**config.mk**
```make
export PLATFORM = sky130hd
export DESIGN_NAME = serial_word_framer_flat
export DESIGN_NICKNAME = d
export VERILOG_FILES = /design/src/rtl/serial_word_framer_if.sv /design/src/rtl/serial_word_framer.sv /design/src/flat_wrapper.sv
export SDC_FILE = /design/constraint.sdc
export NUM_CORES = 1
export LEC_CHECK = 0
export ABC_CLOCK_PERIOD_IN_PS = 2700
export BUFFER_PORTS_ARGS = -buffer_cell sky130_fd_sc_hd__buf_2
export CAP_MARGIN = 20
export CORE_ASPECT_RATIO = 1.25
export CORE_MARGIN = 2
export CORE_UTILIZATION = 45
export CTS_CLUSTER_DIAMETER = 30
export DETAILED_ROUTE_END_ITERATION = 12
export PLACE_DENSITY_LB_ADDON = 0.3
export SLEW_MARGIN = 5
export SYNTH_ARGS = -nofsm -noshare
export SYNTH_HDL_FRONTEND = slang
export SYNTH_SLANG_ARGS = --single-unit
export TNS_END_PERCENT = 100
```
**constraint.sdc**
```tcl
create_clock -name clk -period 2.7 [get_ports clk]
set_input_delay 0.54 -clock clk [delete_from_list [all_inputs] [get_ports clk]]
set_output_delay 0.54 -clock clk [all_outputs]
set_load 0.01 [all_outputs]
```
**src/rtl/serial_word_framer_if.sv**
```systemverilog
// Parallel-word input handshake and serial/frame outputs of serial_word_framer.
// master = word producer / serial consumer side, slave = the framer itself.
interface serial_word_framer_if #(
  parameter int unsigned WIDTH = 8
);
  logic [WIDTH-1:0] in_data;
  logic             in_valid;
  logic             in_ready;
  logic             ser_out;
  logic             ser_valid;
  logic             ser_last;
  logic             frame_clr;
  logic             busy;

  modport master (
    output in_data, in_valid,
    input  in_ready, ser_out, ser_valid, ser_last, frame_clr, busy
  );

  modport slave (
    input  in_data, in_valid,
    output in_ready, ser_out, ser_valid, ser_last, frame_clr, busy
  );
endinterface

```
**src/rtl/serial_word_framer.sv**
```systemverilog
// Buffers one parallel word and shifts words out LSB-first, preceding each
// word with a one-cycle frame_clr pulse for the downstream complementer.
module serial_word_framer #(
  parameter int unsigned WIDTH = 8
) (
  input logic                 clk,
  input logic                 reset,
  serial_word_framer_if.slave bus
);

  localparam int unsigned      CW   = $clog2(WIDTH);
  localparam logic [CW-1:0]    LAST = CW'(WIDTH - 1);

  typedef enum logic [1:0] {
    IDLE  = 2'd0,
    CLEAR = 2'd1,
    SHIFT = 2'd2
  } state_e;

  state_e           state_q, state_d;
  logic [WIDTH-1:0] hold_q, hold_d;
  logic             hold_full_q, hold_full_d;
  logic [WIDTH-1:0] sh_q, sh_d;
  logic [CW-1:0]    cnt_q, cnt_d;

  logic ser_out_c;
  logic ser_valid_c;
  logic ser_last_c;
  logic frame_clr_c;
  logic accept;

  assign accept = bus.in_valid & ~hold_full_q;

  always_ff @(posedge clk or posedge reset) begin
    if (reset) begin
      state_q     <= IDLE;
      hold_q      <= '0;
      hold_full_q <= 1'b0;
      sh_q        <= '0;
      cnt_q       <= '0;
    end else begin
      state_q     <= state_d;
      hold_q      <= hold_d;
      hold_full_q <= hold_full_d;
      sh_q        <= sh_d;
      cnt_q       <= cnt_d;
    end
  end

  // Accept and reload are mutually exclusive: accept needs hold empty,
  // reload needs hold full, so both may share hold_full_d without priority.
  always_comb begin
    state_d     = state_q;
    hold_d      = hold_q;
    hold_full_d = hold_full_q;
    sh_d        = sh_q;
    cnt_d       = cnt_q;
    ser_out_c   = 1'b0;
    ser_valid_c = 1'b0;
    ser_last_c  = 1'b0;
    frame_clr_c = 1'b0;

    if (accept) begin
      hold_d      = bus.in_data;
      hold_full_d = 1'b1;
    end

    unique case (state_q)
      IDLE: begin
        if (hold_full_q) begin
          state_d     = CLEAR;
          sh_d        = hold_q;
          hold_full_d = 1'b0;
        end
      end
      CLEAR: begin
        frame_clr_c = 1'b1;
        cnt_d       = '0;
        state_d     = SHIFT;
      end
      SHIFT: begin
        ser_out_c   = sh_q[0];
        ser_valid_c = 1'b1;
        ser_last_c  = (cnt_q == LAST);
        sh_d        = sh_q >> 1;
        if (cnt_q == LAST) begin
          if (hold_full_q) begin
            state_d     = CLEAR;
            sh_d        = hold_q;
            hold_full_d = 1'b0;
          end else begin
            state_d = IDLE;
          end
        end else begin
          cnt_d = cnt_q + CW'(1);
        end
      end
      default: state_d = IDLE;
    endcase
  end

  assign bus.in_ready  = ~hold_full_q;
  assign bus.busy      = (state_q != IDLE) | hold_full_q;
  assign bus.ser_out   = ser_out_c;
  assign bus.ser_valid = ser_valid_c;
  assign bus.ser_last  = ser_last_c;
  assign bus.frame_clr = frame_clr_c;

  a_clr_data_excl: assert property (@(posedge clk) disable iff (reset)
    !(frame_clr_c && ser_valid_c));

endmodule

```
**src/flat_wrapper.sv**
```systemverilog
// flat-port wrapper written by rule: the top's interface ports become plain ports
module serial_word_framer_flat 
#(
  parameter int unsigned WIDTH = 8
)
  (clk, reset, bus_in_data, bus_in_valid, bus_in_ready, bus_ser_out, bus_ser_valid, bus_ser_last, bus_frame_clr, bus_busy);
  serial_word_framer_if #(.WIDTH(WIDTH)) bus_i ();
  input logic clk;
  input logic reset;
  input wire logic [$bits(bus_i.in_data)-1:0] bus_in_data;
  input wire logic [$bits(bus_i.in_valid)-1:0] bus_in_valid;
  output wire logic [$bits(bus_i.in_ready)-1:0] bus_in_ready;
  output wire logic [$bits(bus_i.ser_out)-1:0] bus_ser_out;
  output wire logic [$bits(bus_i.ser_valid)-1:0] bus_ser_valid;
  output wire logic [$bits(bus_i.ser_last)-1:0] bus_ser_last;
  output wire logic [$bits(bus_i.frame_clr)-1:0] bus_frame_clr;
  output wire logic [$bits(bus_i.busy)-1:0] bus_busy;
  assign bus_i.in_data = bus_in_data;
  assign bus_i.in_valid = bus_in_valid;
  assign bus_in_ready = bus_i.in_ready;
  assign bus_ser_out = bus_i.ser_out;
  assign bus_ser_valid = bus_i.ser_valid;
  assign bus_ser_last = bus_i.ser_last;
  assign bus_frame_clr = bus_i.frame_clr;
  assign bus_busy = bus_i.busy;
  serial_word_framer #(.WIDTH(WIDTH)) u_core (.clk(clk), .reset(reset), .bus(bus_i));
endmodule
```
==> flow_summary.ini, run 1 <==
[critical_path]
cp-start-kind = flip-flop
end_kind = output port
rrSetupSlack_ns = 1.09
crit_path_end = bus_ser_out
reg2reg_from = u_core.hold_full_q
crit_chain = nand2b_2 > clkinv_4 > and2_1 > buf_2
cp-startpoint = u_core.state_q[0]
crit_type = reg -> out
reg2reg_to = u_core.hold_q[0]
r2r_cells = 2
required_ns = 2.16
crit_path_top_delay_cell = dfrtp_1
critPathMaxStageDelay_ns = 0.55
crit_arrival_ns = 1.57
path_max_fanout = 11

[detailed_routing]
routed_wirelength_um = 1860
drtIter0Drc = 9
vias_per_cell = 5.37
drt_first_pass_iters = 4
wl_per_cell_um = 13.4
vias = 746
drc = 0
ant_nets = 0

[yosys]
syn-instance-count = 95
yosysSeqAreaShare_pct = 51.8
ys_seq_elements = 22
synthArstFlopShare_pct = 100
syn_area_um2 = 1060
avgSynthCellArea_um2 = 11.2
synth_ff_type = dfrtp_1
synth_area_leader_cell = dfrtp_1
synth_edf_count = 0
synth_top_area_share_pct = 51.8
synth.most_common_cell = dfrtp_1
synth_cell_type_count = 26
yosysWarnings = 0
synth_nets = 108
ys_top_cells_by_count = dfrtp_1 (22), mux2_2 (8)
synth.area.top_cells = dfrtp_1 (52%), mux2_2 (8.5%), a22o_1 (4.1%)

[die]
num_io_pins = 17
dieArea_um2 = 2770
dieHeight_um = 58.3
coreArea_um2 = 2210
die_width_um = 47.5
start_util_pct = 48.0
row_count = 19

[clock_network]
cts_htree_levels = 1
cts_made_buffers = 3
cts_tree = built
cts.sinks = 22
cts_max_path_buffers = 2
cts.repair.resized = 0
clockRootBuffer = clkbuf_4
ctsHoldBuffers = 0
path_clk_slew_ns = 0.11
post_cts_buffers = 0
clock_latency_ns = 0.30

[status]
status = finished clean

[timing]
hold_viol_final = 0
post-route-min-period_ns = 2.11
setup_violations = 0
grt_setup_unrepaired = false
fin_tns_setup_ns = 0
slew_headroom_pct = 45.0
clock.fmax_ghz = 0.474
worst_slew_pin_slew_ns = 0.824
drv_slew = 0
finalCritPeriodShare_pct = 78.1
finalClockSkew_ns = 0.00294

[final_layout]
area_delta_synth_final_pct = 8.01
final_util_pct = 51.9
n_antenna_cell = 0
drive_above_1_share_pct = 32.4
nets = 123

[global_route]
grt_first_pass_wirelength_um = 3450
grt_usage_pct = 17.9
grt_max_degree = 23
grt_pass1_vias = 801
grt_overflow = 0
antenna_found_initial = 0

[pwr]
ir_drop_v = 0.000668
p_per_area_nw_per_um2 = 1160
total_leakage_power_nw = 0.518

[placement]
numPortBuffers = 16
gp_congestion = 0.754
dp.final_hpwl_um = 1330

[min_path]
hp-class = in -> async

[flow_run]
maxCapViolCount = 0
registers in the layout, summed over array words and instances (netlist names):
name and cells:
u_core.hold_full_q 1, u_core.sh_q 8, u_core.hold_q 8, u_core.state_q 2
u_core.cnt_q 3
cells in the final DEF (no fill, tap or decap), types with 2 or more instances in the layout:
cell type and instances:
a21oi_1 2, ha_1 2, o21ai_0 7, and2_1 3
mux2_2 8, nand3_1 7, buf_2 16, clkbuf_4 3
nor2_2 3, dfrtp_1 22, inv_1 3, a22o_1 5
nor2_1 7, a31oi_1 7, nor2b_1 3
worst min-delay path by stage:
stage,end,slack [ns]
2_1_floorplan,u_core.hold_q[0],0.47
3_3_place_gp,u_core.hold_q[3],0.48
3_5_place_dp,u_core.hold_q[2],0.49
4_1_cts,u_core.sh_q[2],0.41
5_1_grt,u_core.sh_q[0],0.43
6_report,u_core.sh_q[2],0.38
cell families (layout without fill, tap and decap cells):
| group | Yosys count | after routing | share of synthesized area [%] |
|---|---|---|---|
| adders and majority gates | 2 | 2 | 2.36 |
| muxes | 8 | 8 | 8.48 |
| DFF | 22 | 22 | 51.8 |
| buffers and inverters | 10 | 23 | 7.18 |
| and+or+nand+nor | 29 | 29 | 14.6 |
| AOI/OAI and AO/OA | 24 | 24 | 15.5 |
per-stage QoR:
| stage | power, mW | setup WS (ns) | instances | hold WS, ns | instance area, um2 |
|---|---|---|---|---|---|
| final | 1.33 | 0.591 | 139 | 0.383 | 1150 |
| after global routing | 1.47 | 0.453 | 139 | 0.426 | 1150 |
| after CTS | 1.35 | 0.602 | 139 | 0.411 | 1150 |
| after detailed placement | 1.20 | 0.948 | 136 | 0.493 | 1120 |
| after global placement | 1.18 | 0.974 | 136 | 0.483 | 1120 |
| after floorplan | 1.14 | 1.20 | 95 | 0.474 | 1060 |
cell type report:
cell class                      count  area, um2
Clock buffer                        3       22.5
Fill cell                         214       1060
Inverter                            4       20.0
Multi-Input combinational cell     63        435
Sequential cell                    22        551
Tap cell                           31       38.8
Timing Repair Buffer               16       80.1
worst max-delay path: cells and delay by family, from the launching register on:
kind,cells,cell delay (ns)
simple gates,2,0.47
buf+inv,2,0.25
flops,1,0.55
power by group:
group / switching [mW] / internal, mW / leakage [nW]
Clock: 0.0890 / 0.0520 / 0.0138
Combinational: 0.276 / 0.289 / 0.243
Sequential: 0.133 / 0.492 / 0.262
layer usage:
metal  track usage [%]  vias up  wire, um
met1              23.3      365       892
met5                 0        -         0
met4              10.3        0        40
met2              26.3       12       873
met3              4.60        5        50
li1                  -      364         -
Power figures use the tool's default switching activity.
==> run 2: changes to the inputs <==
- ABC_AREA: default -> 1
- ABC_CLOCK_PERIOD_IN_PS: 2700 -> 2000
- clock period: 2.7 -> 2 ns (I/O delays scaled with it)
==> flow_summary.ini, run 2 <==
[status]
status = finished clean

[critical_path]
critPathMaxStageDelay_ns = 0.41
crit_type = reg -> out
required_ns = 1.60
end_kind = output port
cp-start-kind = flip-flop
crit_path_top_delay_cell = dfrtp_1
path_max_fanout = 4
crit_chain = ha_1 > ha_1 > inv_1 > nor2_1 > buf_2
rrSetupSlack_ns = 0.52
r2r_cells = 6
critical_path.top_delay_family = adder cells
crit_arrival_ns = 1.43
reg2reg_to = u_core.sh_q[7]
path_common_cell = ha_1
cp_num_buf_inv = 2
reg2reg_from = u_core.cnt_q[0]

[timing]
finalCritPeriodShare_pct = 91.7
post-route-min-period_ns = 1.83
grt_setup_unrepaired = false
worst_slew_pin_slew_ns = 0.283
finalClockSkew_ns = 0.00417
setup_ws_ns = 0.166
drv_slew = 0
hold_viol_final = 0
slew_headroom_pct = 81.1
clock.fmax_ghz = 0.545
fin_tns_setup_ns = 0
setup_violations = 0

[die]
row_count = 19
start_util_pct = 47.8
dieArea_um2 = 2750
num_io_pins = 17
die_width_um = 47.3
coreArea_um2 = 2210
dieHeight_um = 58.2

[final_layout]
nets = 161
area_delta_synth_final_pct = 11.6
n_antenna_cell = 0
n_fill_cell = 218
final_cell_mix = nand2_1 (29), nand3_1 (22), dfrtp_1 (22)
drive_above_1_share_pct = 22.6
final_common_cell = nand2_1
largestRegisters = u_core.hold_q: 8 flops, u_core.sh_q: 8 flops, u_core.cnt_q: 3 flops

[detailed_routing]
wl_per_cell_um = 10.1
drt_first_pass_iters = 4
vias = 828
ant_nets = 0
vias_per_cell = 4.68
routed_wirelength_um = 1790
drtIter0Drc = 17
drc = 0

[yosys]
synth_ff_type = dfrtp_1
synth.area.top_cells = dfrtp_1 (52%), nand3_1 (10%), nand2_1 (10%)
synth_top_area_share_pct = 52.1
synth_area_leader_cell = dfrtp_1
syn_area_um2 = 1060
synth_nets = 141
avgSynthCellArea_um2 = 8.25
ys_top_cells_by_count = nand2_1 (29), dfrtp_1 (22), nand3_1 (22)
yosysWarnings = 0
synth_cell_type_count = 14
ys_seq_elements = 22
synthArstFlopShare_pct = 100
syn-instance-count = 128
yosysSeqAreaShare_pct = 52.1
synth.most_common_cell = nand2_1
synth_edf_count = 0

[clock_network]
post_cts_buffers = 0
cts_tree = built
cts_max_path_buffers = 2
path_clk_slew_ns = 0.12
ctsHoldBuffers = 0
cts_made_buffers = 3
clockRootBuffer = clkbuf_4
cts.repair.resized = 0
clock_latency_ns = 0.30
cts_htree_levels = 1
cts.sinks = 22

[min_path]
hp-class = in -> async

[global_route]
grt_max_degree = 23
grt_first_pass_wirelength_um = 3040
antenna_found_initial = 0
grt_pass1_vias = 764
grt_overflow = 0
grt_usage_pct = 15.1

[placement]
numPortBuffers = 16
dp.final_hpwl_um = 1350
gp_congestion = 0.730
place_ws_ns = 0.497

[pwr]
p_int_mw = 1.06
total_leakage_power_nw = 0.675
swShare_pct = 42.9
p_sw_mw = 0.796
ir_drop_v = 0.000815
p_seq_share_pct = 42.2
clockPowerShare_pct = 10.5
combPwrFrac_pct = 47.3
p_per_area_nw_per_um2 = 1570

[flow_run]
maxCapViolCount = 0
[run 2: worst reg2reg max path, stage by stage, from the launching register on]
cell and delay (ns):
dfrtp_1 0.41, ha_1 0.21, ha_1 0.21, nand2_2 0.15
nand3_2 0.19, nand3_1 0.11, o21ai_0 0.08
[run 2: power groups by stage]
| stage | Sequential (mW) | Clock (mW) | Combinational (mW) |
|---|---|---|---|
| 6_report | 0.783 | 0.195 | 0.876 |
| 5_1_grt | 0.804 | 0.214 | 1.03 |
| 4_1_cts | 0.783 | 0.204 | 0.892 |
| 3_5_place_dp | 0.794 | 0 | 0.888 |
| 3_3_place_gp | 0.788 | 0 | 0.859 |
| 2_1_floorplan | 0.768 | 0 | 0.747 |
[run 2: worst max-delay path by stage]
stage | to | cells past startpoint | startpoint | slack [ns]
2_1_floorplan | bus_ser_last | 4 | u_core.cnt_q[0] | 0.68
3_3_place_gp | bus_ser_last | 5 | u_core.cnt_q[0] | 0.56
3_5_place_dp | bus_ser_last | 5 | u_core.cnt_q[0] | 0.50
4_1_cts | bus_ser_last | 5 | u_core.cnt_q[0] | 0.15
5_1_grt | bus_ser_last | 5 | u_core.cnt_q[0] | 0.1
6_report | bus_ser_last | 5 | u_core.cnt_q[0] | 0.17
[run 2: cells by family (layout without fill, tap and decap cells)]
kind of cell / after synthesis / in the layout / synth area share (%)
and+or+nand+nor: 69 / 69 / 29.9
buffers and inverters: 26 / 44 / 11.4
DFF: 22 / 22 / 52.1
AOI/OAI and AO/OA: 9 / 9 / 4.27
adders and majority gates: 2 / 2 / 2.37
[run 2: area by class of cell]
class	instances	area (um2)	share of cell area, %
sequential	22	551	46.7
multi-input combinational	80	385	32.7
timing repair buffer	18	95.1	8.07
inverter	23	86.3	7.32
tap	31	38.8	3.29
clock buffer	3	22.5	1.91
[run 2: routing by layer]
metal  routed length (um)  up-vias  global-route usage, %  share of wire (%)
li1                     -      434                      -                  -
met1                  862      382                   20.9                 48
met2                  864       10                   22.8                 48
met3                   45        2                   1.87                2.5
met4                   16        0                   7.54               0.89
met5                    0        -                      0                  0
[run 2: through the flow]
stage	hold WS [ns]	util (%)	total power, mW	cell area, um2	std cells
finish	0.111	53.3	1.85	1180	177
global route	0.139	53.3	2.04	1180	177
CTS	0.108	53.3	1.88	1180	177
detailed placement	0.451	52.3	1.68	1160	174
global placement	0.447	52.3	1.65	1160	174
floorplan	0.389	-	1.52	1060	128
==> run 3: changes to the inputs <==
- CAP_MARGIN: 20 -> default
- SETUP_SLACK_MARGIN: default -> 0.4
==> flow_summary.ini, run 3 (same netlist as run 2, synthesis figures left out) <==
[status]
status = finished clean

[final_layout]
drive_above_1_share_pct = 27.2
n_antenna_cell = 0
final_util_pct = 56.1
nets = 166
largestRegisters = u_core.hold_q: 8 flops, u_core.sh_q: 8 flops, u_core.cnt_q: 3 flops
final_cell_mix = nand2_1 (29), nand3_1 (22), dfrtp_1 (22)
area_delta_synth_final_pct = 17.5
final_common_cell = nand2_1

[clock_network]
ctsHoldBuffers = 0
cts_htree_levels = 1
cts.sinks = 22
clock_latency_ns = 0.30
cts_max_path_buffers = 2
cts_tree = built
clockRootBuffer = clkbuf_4
path_clk_slew_ns = 0.12
cts_made_buffers = 3

[detailed_routing]
ant_nets = 0
vias_per_cell = 4.69
drc = 0
routed_wirelength_um = 1840
vias = 854
drtIter0Drc = 15
wl_per_cell_um = 10.1
drt_first_pass_iters = 2

[critical_path]
end_kind = output port
path_max_fanout = 2
r2r_cells = 7
cp-start-kind = flip-flop
reg2reg_to = u_core.sh_q[7]
reg2reg_from = u_core.cnt_q[0]
required_ns = 1.60
crit_arrival_ns = 1.26
rrSetupSlack_ns = 0.48
crit_type = reg -> out

[die]
num_io_pins = 17
dieArea_um2 = 2750
row_count = 19
dieHeight_um = 58.2
die_width_um = 47.3
start_util_pct = 47.8
coreArea_um2 = 2210

[placement]
numPortBuffers = 16
gp_congestion = 0.730
dp.final_hpwl_um = 1350

[pwr]
total_leakage_power_nw = 0.696
p_per_area_nw_per_um2 = 1560
ir_drop_v = 0.000842

[global_route]
top_usage_layer = met2
grt_pass1_vias = 788
use_met2_pct = 24.3
grt_overflow = 0
grt_max_degree = 23
met1_usage_pct = 21.5
antenna_found_initial = 0
met3_usage_pct = 1.87
grt_usage_pct = 15.7
grt_first_pass_wirelength_um = 3160

[min_path]
hp-class = in -> async

[timing]
hold_viol_final = 0
finalClockSkew_ns = 0.00834
clock.fmax_ghz = 0.601
drv_slew = 0
finalCritPeriodShare_pct = 83.2
grt_setup_unrepaired = true
worst_slew_pin_slew_ns = 0.283
slew_headroom_pct = 81.2
post-route-min-period_ns = 1.66
setup_violations = 0
fin_tns_setup_ns = 0

[flow_run]
maxCapViolCount = 0
## run 3: cell types whose count changed in the layout (fill, tap and decap cells not counted)
cell,change
ha_4,+2
buf_4,+5
ha_1,-2
inv_2,+1
inv_1,-1
## run 3: per-layer routing
| metal | up-vias | wire [um] |
|---|---|---|
| met3 | 5 | 46 |
| met1 | 395 | 871 |
| met2 | 11 | 885 |
| met5 | - | 0 |
| li1 | 443 | - |
| met4 | 0 | 38 |
## run 3: timing repair
item	CTS	global route
resized for setup	4	1
cloned	0	0
pin swaps	1	3
buffers inserted	3	2
setup endpoints to repair	1	12
endpoints found under the hold margin	0	0
## run 3: area by class of cell
class                           count  area [um2]
Fill cell                         213         970
Sequential cell                    22         551
Multi-Input combinational cell     80         410
Timing Repair Buffer               23         133
Inverter                           23        86.3
Tap cell                           31        38.8
Clock buffer                        3        22.5
## run 3: worst max-delay path by stage
stage | from | end | slack (ns)
after floorplan | u_core.cnt_q[0] | bus_ser_last | 0.68
after global placement | u_core.cnt_q[0] | bus_ser_last | 0.56
after detailed placement | u_core.cnt_q[0] | bus_ser_last | 0.50
after CTS | u_core.cnt_q[1] | bus_ser_last | 0.32
after global routing | u_core.cnt_q[0] | bus_ser_last | 0.29
final | u_core.cnt_q[0] | bus_ser_last | 0.34
## run 3: critical path, stage by stage, from the launching register on
cell and delay (ns):
dfrtp_1 0.43, ha_4 0.18, ha_4 0.15, inv_2 0.05, nor2_1 0.03, buf_2 0.13
## run 3: report_power, final
group	internal [mW]	switching [mW]
Combinational	0.369	0.580
Sequential	0.669	0.116
Clock	0.0703	0.126
## run 3: through the flow
step	hold WS [ns]	power, mW	instance area (um2)	cells	setup WS [ns]
floorplan	0.389	1.52	1060	128	0.677
global placement	0.447	1.65	1160	174	0.559
detailed placement	0.451	1.68	1160	174	0.497
CTS	0.108	1.91	1220	180	0.318
global route	0.139	2.13	1240	182	0.293
finish	0.105	1.93	1240	182	0.336
